==> config.mk <==
export PLATFORM = sky130hd
export DESIGN_NAME = mem_port_arbiter
export DESIGN_NICKNAME = d
export VERILOG_FILES = /design/src/rtl/mem_port_arbiter_pkg.sv /design/src/rtl/mem_port_arbiter_rr_picker.sv /design/src/rtl/mem_port_arbiter.sv
export SDC_FILE = /design/constraint.sdc
export NUM_CORES = 1
export LEC_CHECK = 0
export ABC_AREA = 1
export BUFFER_PORTS_ARGS = -buffer_cell sky130_fd_sc_hd__buf_4
export CAP_MARGIN = 20
export CORE_AREA = 2 2 121 123
export DETAILED_ROUTE_END_ITERATION = 7
export DIE_AREA = 0 0 123 125
export PLACE_DENSITY = 0.81
export SKIP_CTS_REPAIR_TIMING = 1
export SLEW_MARGIN = 20
export SYNTH_ARGS = -nofsm -noshare
export SYNTH_HDL_FRONTEND = slang
export SYNTH_HIERARCHICAL = 1
export SYNTH_SLANG_ARGS = --single-unit
==> constraint.sdc <==
create_clock -name clk_i -period 3.7 [get_ports clk_i]
set_clock_uncertainty 0.2 [all_clocks]
set_input_delay 0.555 -clock clk_i [delete_from_list [all_inputs] [get_ports clk_i]]
set_output_delay 0.555 -clock clk_i [all_outputs]
set_load 0.02 [all_outputs]
==> src/rtl/mem_port_arbiter_pkg.sv <==
// -----------------------------------------------------------------------------
// mem_port_arbiter_pkg
//
// Shared types for the two-port memory arbiter:
//   arb_state_t : transaction FSM states (IDLE -> ISSUE -> [WAIT] -> RESP).
//   grant_t     : one-hot owner encoding, bit 0 = m0 (I-cache refill),
//                 bit 1 = m1 (D-cache / LSU).
//   GRANT_*     : the three legal grant_t values.
// -----------------------------------------------------------------------------
package mem_port_arbiter_pkg;

    typedef enum logic [1:0] {
        IDLE  = 2'd0,
        ISSUE = 2'd1,
        WAIT  = 2'd2,
        RESP  = 2'd3
    } arb_state_t;

    typedef logic [1:0] grant_t;

    localparam grant_t GRANT_NONE = 2'b00;
    localparam grant_t GRANT_M0   = 2'b01;
    localparam grant_t GRANT_M1   = 2'b10;

endpackage : mem_port_arbiter_pkg

==> src/rtl/mem_port_arbiter_rr_picker.sv <==
// -----------------------------------------------------------------------------
// rr_picker
//
// Purely combinational two-input round-robin choice.
//   req0_i       : m0 request
//   req1_i       : m1 request
//   last_grant_i : one-hot owner of the previous transaction
//   grant_o      : one-hot winner, GRANT_NONE when neither requests
//
// A lone requester always wins. On a tie the port that did NOT own the
// previous transaction wins, which gives strict alternation under load.
// -----------------------------------------------------------------------------
module rr_picker
    import mem_port_arbiter_pkg::*;
(
    input  logic   req0_i,
    input  logic   req1_i,
    input  grant_t last_grant_i,
    output grant_t grant_o
);

    // NOTE: every output of a combinational block gets a default first so no
    // path through the block leaves it unassigned (which would infer a latch).
    always_comb begin
        grant_o = GRANT_NONE;
        if (req0_i && req1_i) begin
            grant_o = (last_grant_i == GRANT_M0) ? GRANT_M1 : GRANT_M0;
        end else if (req0_i) begin
            grant_o = GRANT_M0;
        end else if (req1_i) begin
            grant_o = GRANT_M1;
        end
    end

endmodule : rr_picker

==> src/rtl/mem_port_arbiter.sv <==
// -----------------------------------------------------------------------------
// mem_port_arbiter
//
// Shares one single-port synchronous memory between the I-cache refill port
// (m0) and the D-cache/LSU port (m1). One word per grant, exactly one memory
// strobe per transaction, registered read data returned with a one-cycle ack.
//
// Parameters
//   ADDR_WIDTH   : word address width
//   DATA_WIDTH   : data width, multiple of 8
//   READ_LATENCY : cycles from mem_en_o to valid mem_rdata_i, legal 1..4
//
// Ports
//   clk_i, rst_i            : core clock, synchronous active-high reset
//   mX_req_i                : request valid, held until mX_ack_o
//   mX_we_i                 : 1 = write, 0 = read
//   mX_addr_i               : word address
//   mX_wdata_i, mX_wstrb_i  : write data and byte enables
//   mX_rdata_o              : registered read data, valid with mX_ack_o
//   mX_ack_o                : one-cycle completion pulse
//   mem_en_o                : memory strobe, one cycle per transaction
//   mem_we_o                : byte write enables, zero on reads
//   mem_addr_o, mem_wdata_o : memory address / write data
//   mem_rdata_i             : memory read data
//   busy_o                  : high whenever the FSM is not IDLE
//   grant_o                 : one-hot owner of the current transaction
//
// Transaction timing, request seen in IDLE at cycle t:
//   t+1 ISSUE (mem_en_o), write ack at t+2,
//   read data captured at t+1+READ_LATENCY, read ack at t+2+READ_LATENCY.
// -----------------------------------------------------------------------------
module mem_port_arbiter
    import mem_port_arbiter_pkg::*;
#(
    parameter int ADDR_WIDTH   = 32,
    parameter int DATA_WIDTH   = 32,
    parameter int READ_LATENCY = 1
) (
    input  logic                    clk_i,
    input  logic                    rst_i,

    input  logic                    m0_req_i,
    input  logic                    m0_we_i,
    input  logic [ADDR_WIDTH-1:0]   m0_addr_i,
    input  logic [DATA_WIDTH-1:0]   m0_wdata_i,
    input  logic [DATA_WIDTH/8-1:0] m0_wstrb_i,
    output logic [DATA_WIDTH-1:0]   m0_rdata_o,
    output logic                    m0_ack_o,

    input  logic                    m1_req_i,
    input  logic                    m1_we_i,
    input  logic [ADDR_WIDTH-1:0]   m1_addr_i,
    input  logic [DATA_WIDTH-1:0]   m1_wdata_i,
    input  logic [DATA_WIDTH/8-1:0] m1_wstrb_i,
    output logic [DATA_WIDTH-1:0]   m1_rdata_o,
    output logic                    m1_ack_o,

    output logic                    mem_en_o,
    output logic [DATA_WIDTH/8-1:0] mem_we_o,
    output logic [ADDR_WIDTH-1:0]   mem_addr_o,
    output logic [DATA_WIDTH-1:0]   mem_wdata_o,
    input  logic [DATA_WIDTH-1:0]   mem_rdata_i,

    output logic                    busy_o,
    output logic [1:0]              grant_o
);

    localparam int STRB_W = DATA_WIDTH / 8;
    localparam int CNT_W  = $clog2(READ_LATENCY + 1);

    // Counter value loaded in ISSUE so that the capture lands on the last
    // WAIT cycle; READ_LATENCY=1 captures in the first WAIT cycle.
    localparam logic [CNT_W-1:0] CNT_LOAD = CNT_W'(READ_LATENCY - 1);

    // -------------------------------------------------------------------------
    // State
    // -------------------------------------------------------------------------
    arb_state_t              state_q,      state_d;
    grant_t                  owner_q,      owner_d;
    grant_t                  last_grant_q, last_grant_d;
    logic                    cmd_we_q,     cmd_we_d;
    logic [ADDR_WIDTH-1:0]   cmd_addr_q,   cmd_addr_d;
    logic [DATA_WIDTH-1:0]   cmd_wdata_q,  cmd_wdata_d;
    logic [STRB_W-1:0]       cmd_wstrb_q,  cmd_wstrb_d;
    logic [CNT_W-1:0]        lat_cnt_q,    lat_cnt_d;
    logic [DATA_WIDTH-1:0]   m0_rdata_q,   m0_rdata_d;
    logic [DATA_WIDTH-1:0]   m1_rdata_q,   m1_rdata_d;

    grant_t                  pick;

    // -------------------------------------------------------------------------
    // Round-robin selection, only consumed in IDLE
    // -------------------------------------------------------------------------
    rr_picker u_rr_picker (
        .req0_i       (m0_req_i),
        .req1_i       (m1_req_i),
        .last_grant_i (last_grant_q),
        .grant_o      (pick)
    );

    // -------------------------------------------------------------------------
    // Next-state logic
    // -------------------------------------------------------------------------
    always_comb begin
        state_d      = state_q;
        owner_d      = owner_q;
        last_grant_d = last_grant_q;
        cmd_we_d     = cmd_we_q;
        cmd_addr_d   = cmd_addr_q;
        cmd_wdata_d  = cmd_wdata_q;
        cmd_wstrb_d  = cmd_wstrb_q;
        lat_cnt_d    = lat_cnt_q;
        m0_rdata_d   = m0_rdata_q;
        m1_rdata_d   = m1_rdata_q;

        unique case (state_q)
            IDLE: begin
                // The command registers are the only path from the request
                // ports to the memory, so requester inputs may change freely
                // once the transaction has left IDLE.
                if (pick != GRANT_NONE) begin
                    owner_d      = pick;
                    last_grant_d = pick;
                    state_d      = ISSUE;
                    if (pick == GRANT_M0) begin
                        cmd_we_d    = m0_we_i;
                        cmd_addr_d  = m0_addr_i;
                        cmd_wdata_d = m0_wdata_i;
                        cmd_wstrb_d = m0_wstrb_i;
                    end else begin
                        cmd_we_d    = m1_we_i;
                        cmd_addr_d  = m1_addr_i;
                        cmd_wdata_d = m1_wdata_i;
                        cmd_wstrb_d = m1_wstrb_i;
                    end
                end
            end

            ISSUE: begin
                if (cmd_we_q) begin
                    state_d = RESP;
                end else begin
                    state_d   = WAIT;
                    lat_cnt_d = CNT_LOAD;
                end
            end

            WAIT: begin
                if (lat_cnt_q == '0) begin
                    // Read data is valid this cycle; only the owner's
                    // register moves, the other port's data is held.
                    if (owner_q == GRANT_M0) begin
                        m0_rdata_d = mem_rdata_i;
                    end else begin
                        m1_rdata_d = mem_rdata_i;
                    end
                    state_d = RESP;
                end else begin
                    lat_cnt_d = lat_cnt_q - CNT_W'(1);
                end
            end

            RESP: begin
                state_d = IDLE;
            end

            default: begin
                state_d = IDLE;
            end
        endcase
    end

    // -------------------------------------------------------------------------
    // State registers
    // -------------------------------------------------------------------------
    // NOTE: sequential state uses non-blocking assignments so every register
    // samples the pre-edge values, independent of statement order.
    always_ff @(posedge clk_i) begin
        if (rst_i) begin
            // Reset abandons any transaction in flight: back to IDLE with no
            // ack. last_grant starts at m1 so m0 wins the first tie. The read
            // data registers are cleared too, so a requester never sees stale
            // data from before reset.
            state_q      <= IDLE;
            owner_q      <= GRANT_NONE;
            last_grant_q <= GRANT_M1;
            cmd_we_q     <= 1'b0;
            cmd_addr_q   <= '0;
            cmd_wdata_q  <= '0;
            cmd_wstrb_q  <= '0;
            lat_cnt_q    <= '0;
            m0_rdata_q   <= '0;
            m1_rdata_q   <= '0;
        end else begin
            state_q      <= state_d;
            owner_q      <= owner_d;
            last_grant_q <= last_grant_d;
            cmd_we_q     <= cmd_we_d;
            cmd_addr_q   <= cmd_addr_d;
            cmd_wdata_q  <= cmd_wdata_d;
            cmd_wstrb_q  <= cmd_wstrb_d;
            lat_cnt_q    <= lat_cnt_d;
            m0_rdata_q   <= m0_rdata_d;
            m1_rdata_q   <= m1_rdata_d;
        end
    end

    // -------------------------------------------------------------------------
    // Outputs, decoded from registered state only
    // -------------------------------------------------------------------------
    assign mem_en_o    = (state_q == ISSUE);
    assign mem_we_o    = (state_q == ISSUE && cmd_we_q) ? cmd_wstrb_q : '0;
    // Address and write data come straight from the command registers; they
    // are only meaningful while mem_en_o is high.
    assign mem_addr_o  = cmd_addr_q;
    assign mem_wdata_o = cmd_wdata_q;

    assign m0_ack_o    = (state_q == RESP) && (owner_q == GRANT_M0);
    assign m1_ack_o    = (state_q == RESP) && (owner_q == GRANT_M1);
    assign m0_rdata_o  = m0_rdata_q;
    assign m1_rdata_o  = m1_rdata_q;

    assign busy_o      = (state_q != IDLE);
    assign grant_o     = (state_q == IDLE) ? GRANT_NONE : owner_q;

endmodule : mem_port_arbiter

## Word level (Yosys, flattened, before mapping)

Index checks and enable logic that the tools add are counted.

- Output and inout port bits: 138
- Bits of input ports: 174
- Word-level logic and storage cells: 53
- Bits in registers: 140

- Add/sub/neg operators: 1
- Reduce and logical (&&, ||, !) cells: 13
- Bitwise operators: 2
- Mux-type cells: 17
- Eq/ne operators: 10

Operators by type and width:

| operator | number |
|---|---|
| 2-to-1 mux 32 bit | 2 |
| 2-to-1 mux 2 bit | 7 |
| == test 2 x 1 -> 1 bit (second input constant) | 4 |
| 2-to-1 mux 4 bit | 2 |
| case mux 2 bit (4 select lines) | 1 |
| == test 2 bit (second input constant) | 3 |
| inequality test 2 bit (second input constant) | 3 |
| AND reduction 2 bit | 3 |
| AND reduction 3 bit | 2 |
| nonzero test 2 bit | 3 |
| logical AND 1 bit | 4 |
| 2-to-1 mux 1 bit | 4 |
| logical NOT 2 bit | 1 |
| inverter 1 bit | 2 |
| case mux 1 bit (2 select lines) | 1 |
| subtractor 1 bit (second input constant) | 1 |

## Longest topological paths before layout

- Depth in word-level cells: 6
- Depth in mapped cells: 11
- Gate-level depth less buffers: 10

## Cells and area by module

Netlist, hierarchy kept.

Modules (own cells, without submodules):

| module | seq. area each (µm²) | cells an instance | area each (µm²) | instances |
|---|---|---|---|---|
| mem_port_arbiter | 2,762.6 | 1,066 | 6,601.3 | 1 |
| rr_picker | 0.0 | 10 | 38.8 | 1 |

## Worst setup path before layout

OpenSTA, ideal clock, no wires.

- Path kind: register to output
- Start: register owner_q[0]
- End: output m1_ack_o
- Path slack: 1.774 ns
- Cell stages (with the launch flop): 4
- Data required time: 2.945 ns
- Buffers on the path: 2
- Arrival time: 1.171 ns
- Cells stage by stage: dfxtp_1 > buf_4 > clkbuf_1 > nor3_1

- Cells in the longest elaborated chain, start to end: 2

RTL lines:

| element | RTL line | source |
|---|---|---|
| start, declared | mem_port_arbiter.sv:79 | `grant_t owner_q, owner_d;` |
| start signal, assigned | mem_port_arbiter.sv:196 | `owner_q <= owner_d;` |
| == test 2 bit | mem_port_arbiter.sv:219 | `assign m1_ack_o = (state_q == RESP) && (owner_q == GRANT_M1);` |
| logical AND 1 bit | mem_port_arbiter.sv:219 |  |
| end, declared | mem_port_arbiter.sv:56 | `output logic m1_ack_o,` |

Every way passes these cells.

## Worst setup path in the final report

- Start: register state_q[0]
- End: register m1_rdata_q[14], in the netlist m1_rdata_o[14]

- Cells in the longest elaborated chain, start to end: 2

RTL lines:

| element | RTL line | source |
|---|---|---|
| start, declared | mem_port_arbiter.sv:78 | `arb_state_t state_q, state_d;` |
| start signal, assigned | mem_port_arbiter.sv:195 | `state_q <= state_d;` |
| == test 2 bit | mem_port_arbiter.sv:116 | `unique case (state_q)` |
| AND reduction 3 bit (no source line) | n/a |  |
| end signal, assigned | mem_port_arbiter.sv:204 | `m1_rdata_q <= m1_rdata_d;` |
| end, declared | mem_port_arbiter.sv:87 | `logic [DATA_WIDTH-1:0] m1_rdata_q, m1_rdata_d;` |

Every way passes these cells.
A chain may end at the register's enable or synchronous reset.

==> impl_results.md <==
- Syn avg cell area: 6.171 sq um
- Largest cells by area after synthesis: dfxtp_1 42%, nand2_1 18%, nor2_1 16%, inv_1 8.4%, nand4_1 3.0%
- CP most frequent cell: nor2_1
- Reg power frac: 30.0%
- Net switching power: 3.069 mW
- Final worst-path cycle share: 69.22%
- Worst-path clk slew: 0.06 ns
- Die Area: 15,380 sq um
- Final-stage net count: 1,530
- Largest net degree at the start of global routing: 72
- Chip Height: 125 um
- Hold Crit Depth: 3
- Max Fclk: 0.3904 GHz
- Antenna cells: 0
- Antenna violations before repair: 0
- Post-Syn Area: 6640 sq um
- Critical Path AT: 2.70 ns
- Drt pass-1 iters: 7
- RSZ-0062 raised after global routing: false
- Maxcap violations: 0
- Core footprint: 14,200 sq um
- Hold slack final: 0.1990 ns
- Crit Path Category: reg2reg
- Proportion of netlist area held by the largest area contributor: 41.61%
- Internal: 4.360 mW
- Comb power frac: 47.1%
- Crit-path max cell delay: 0.61 ns
- DR vias: 7,121
- Outcome: complete, no violations
- Grt total ovfl: 0
- Synth Net Count: 1,255
- Slowest CP cell: inv_2
- Worst path depth: 6
- Final hold viol count: 0
- Antenna violation net count after detailed routing: 0
- Register bit total from synthesis: 138
- Global-route wire length before repair: 30.97 mm
- DR vias/cell: 4.609
- Cells after Synth: 1,076
- Origin of the worst min-delay path: mem_rdata_i[30]
- Reg2Reg Launch Point: state_q[0]
- Leak: 5.135 nW
- Most frequent cells after synthesis: 326 x nand2_1, 282 x nor2_1, 148 x inv_1, 138 x dfxtp_1, 35 x a21oi_1
- Critical path fanouts, max: 33
- CTS root buf: clkbuf_16
- Final Max Tran Viols: 0
- Rows: 44
- Post-synth top area cell: dfxtp_1
- Final setup viols: 0
- Total CTS buffers: 17
- CTS H-tree lvls: 4
- Area growth syn-to-layout: 43.21%
- Sw Ratio: 41.31%
- Ys Warns: 6
- Pwr dens: 781.3 nW/um^2
- EDFF count, synth: 0
- Startpoint types: flop
- Peak supply drop: 0.3710 mV
- Proportion of synthesized chip area in sequential cells: 41.61%
- Maximum clock path buffer count: 2
- R2r worst-path depth: 6
- Per-cell routed wire length: 12.73 um
- TritonCTS clock tree: done
- Worst-Skew Late Latency: 0.41 ns
- GR Util All Layers: 25.32%
- Vias in the first global route: 6,676
- Async set-reset flop share out of synthesis: 0%
- IO Count: 312
- CTS Sinks: 138
- Slew headroom: 51.17%
- HPWL Detailed: 14.27 mm
- Ys flop type: dfxtp_1
- CP endpoint kind: flop
- Critical-path cell list: inv_1, ha_1, nand2_2, inv_2, nor2_1, nor2_1
- Crit. Startpoint: state_q[0]
- Worst-Margin Slew: 0.7325 ns
- Data required time of the worst path: 3.84 ns
- Fillers: 1,288
- Hold WC Path Type: in2reg
- Fin crit period: 2.561 ns
- Port bufs: 311
- Total Wirelength: 19.68 mm
- Number of DRC markers in iteration 0: 454
- Fin util: 66.95%
- Initial Util: 46.75%
- Most frequent cell after synthesis: nand2_1
- Routability cong.: 0.8481
- Die W: 123 um
- Clock share of power: 22.9%
- CP Buf/Inv Count: 2
- Setup TNS: 0 ns
- Drc violations: 0
- Layout cells sized above 1: 26.30%
- Unique masters post-synth: 19
- Largest delay share family, worst path: buffers and inverters
stage by stage:
stage / area (sq um) / worst slack, ns / instances / power [mW]
after floorplan: 6640 / 1.774 / 1076 / 4.575
after detailed placement: 8919 / 1.178 / 1516 / 5.760
after CTS: 9509 / 1.141 / 1545 / 7.474
after global placement: 8919 / 1.182 / 1516 / 5.690
final: 9509 / 1.139 / 1545 / 7.429
after global routing: 9509 / 0.9370 / 1545 / 7.968
worst min-delay path: stages:
cell and delay, ns:
buf_4 0.09, o21ai_1 0.06, nor2_1 0.07
cells in the final DEF (no fill, tap or decap):
master      instances
bufinv_16           3
nor2_4              1
nor2_1            282
inv_1             147
ha_1                5
nand2_4             1
clkbuf_8            3
clkinvlp_4          2
dfxtp_1           138
clkinv_2            3
nand2_2             3
inv_2               4
nand2_1           324
nor3_1              1
nand3_1             6
o21ai_1             3
buf_4             321
a21oi_1            35
nand4_1            32
o21ai_0            29
clkbuf_16          17
clkbuf_1            1
cells by family after synthesis:
group / synth area share (%)
flops: 41.61
compound gates: 5.050
fa+ha+maj: 0.9422
buf+inv: 14.13
simple gates: 38.27
registers in the layout, summed over array words and instances (netlist names):
register,flops
m0_rdata_o,32
m1_rdata_o,32
cmd_we_q,1
mem_wdata_o,32
mem_addr_o,32
owner_q,2
cmd_wstrb_q,4
state_q,2
last_grant_q,1
cell type report:
cell class,instances,area (sq um),area share [%]
Clock inverter,8,120.1,1.263
Inverter,151,566.8,5.961
Sequential cell,138,2763,29.05
Timing Repair Buffer,321,2410,25.34
Tap cell,184,230.2,2.421
Multi-Input combinational cell,722,2949,31.01
Clock buffer,21,470.5,4.947
metal layers:
layer	vias up	GRT usage, %	share of wire (%)
met3	47	7.208	7.6
met5	-	0	0
met4	0	11.70	3.2
met1	3071	27.41	40
li1	3722	-	-
met2	281	44.98	49
path summary, 6_finish.rpt:
path	endpoint	slack, ns
worst max-delay path	m1_rdata_o[14]	1.14
worst min-delay path	m1_rdata_o[30]	0.20
worst max register to register	m1_rdata_o[14]	1.14
worst min register to register	last_grant_q[1]	0.26
power groups by stage:
stage	clock, mW	combinational (mW)	sequential [mW]
floorplan	0	1.83	2.75
global placement	0	3.46	2.23
detailed placement	0	3.51	2.25
CTS	1.72	3.52	2.23
global route	1.79	3.89	2.29
finish	1.70	3.50	2.23
(Power assumes the default switching activity.)
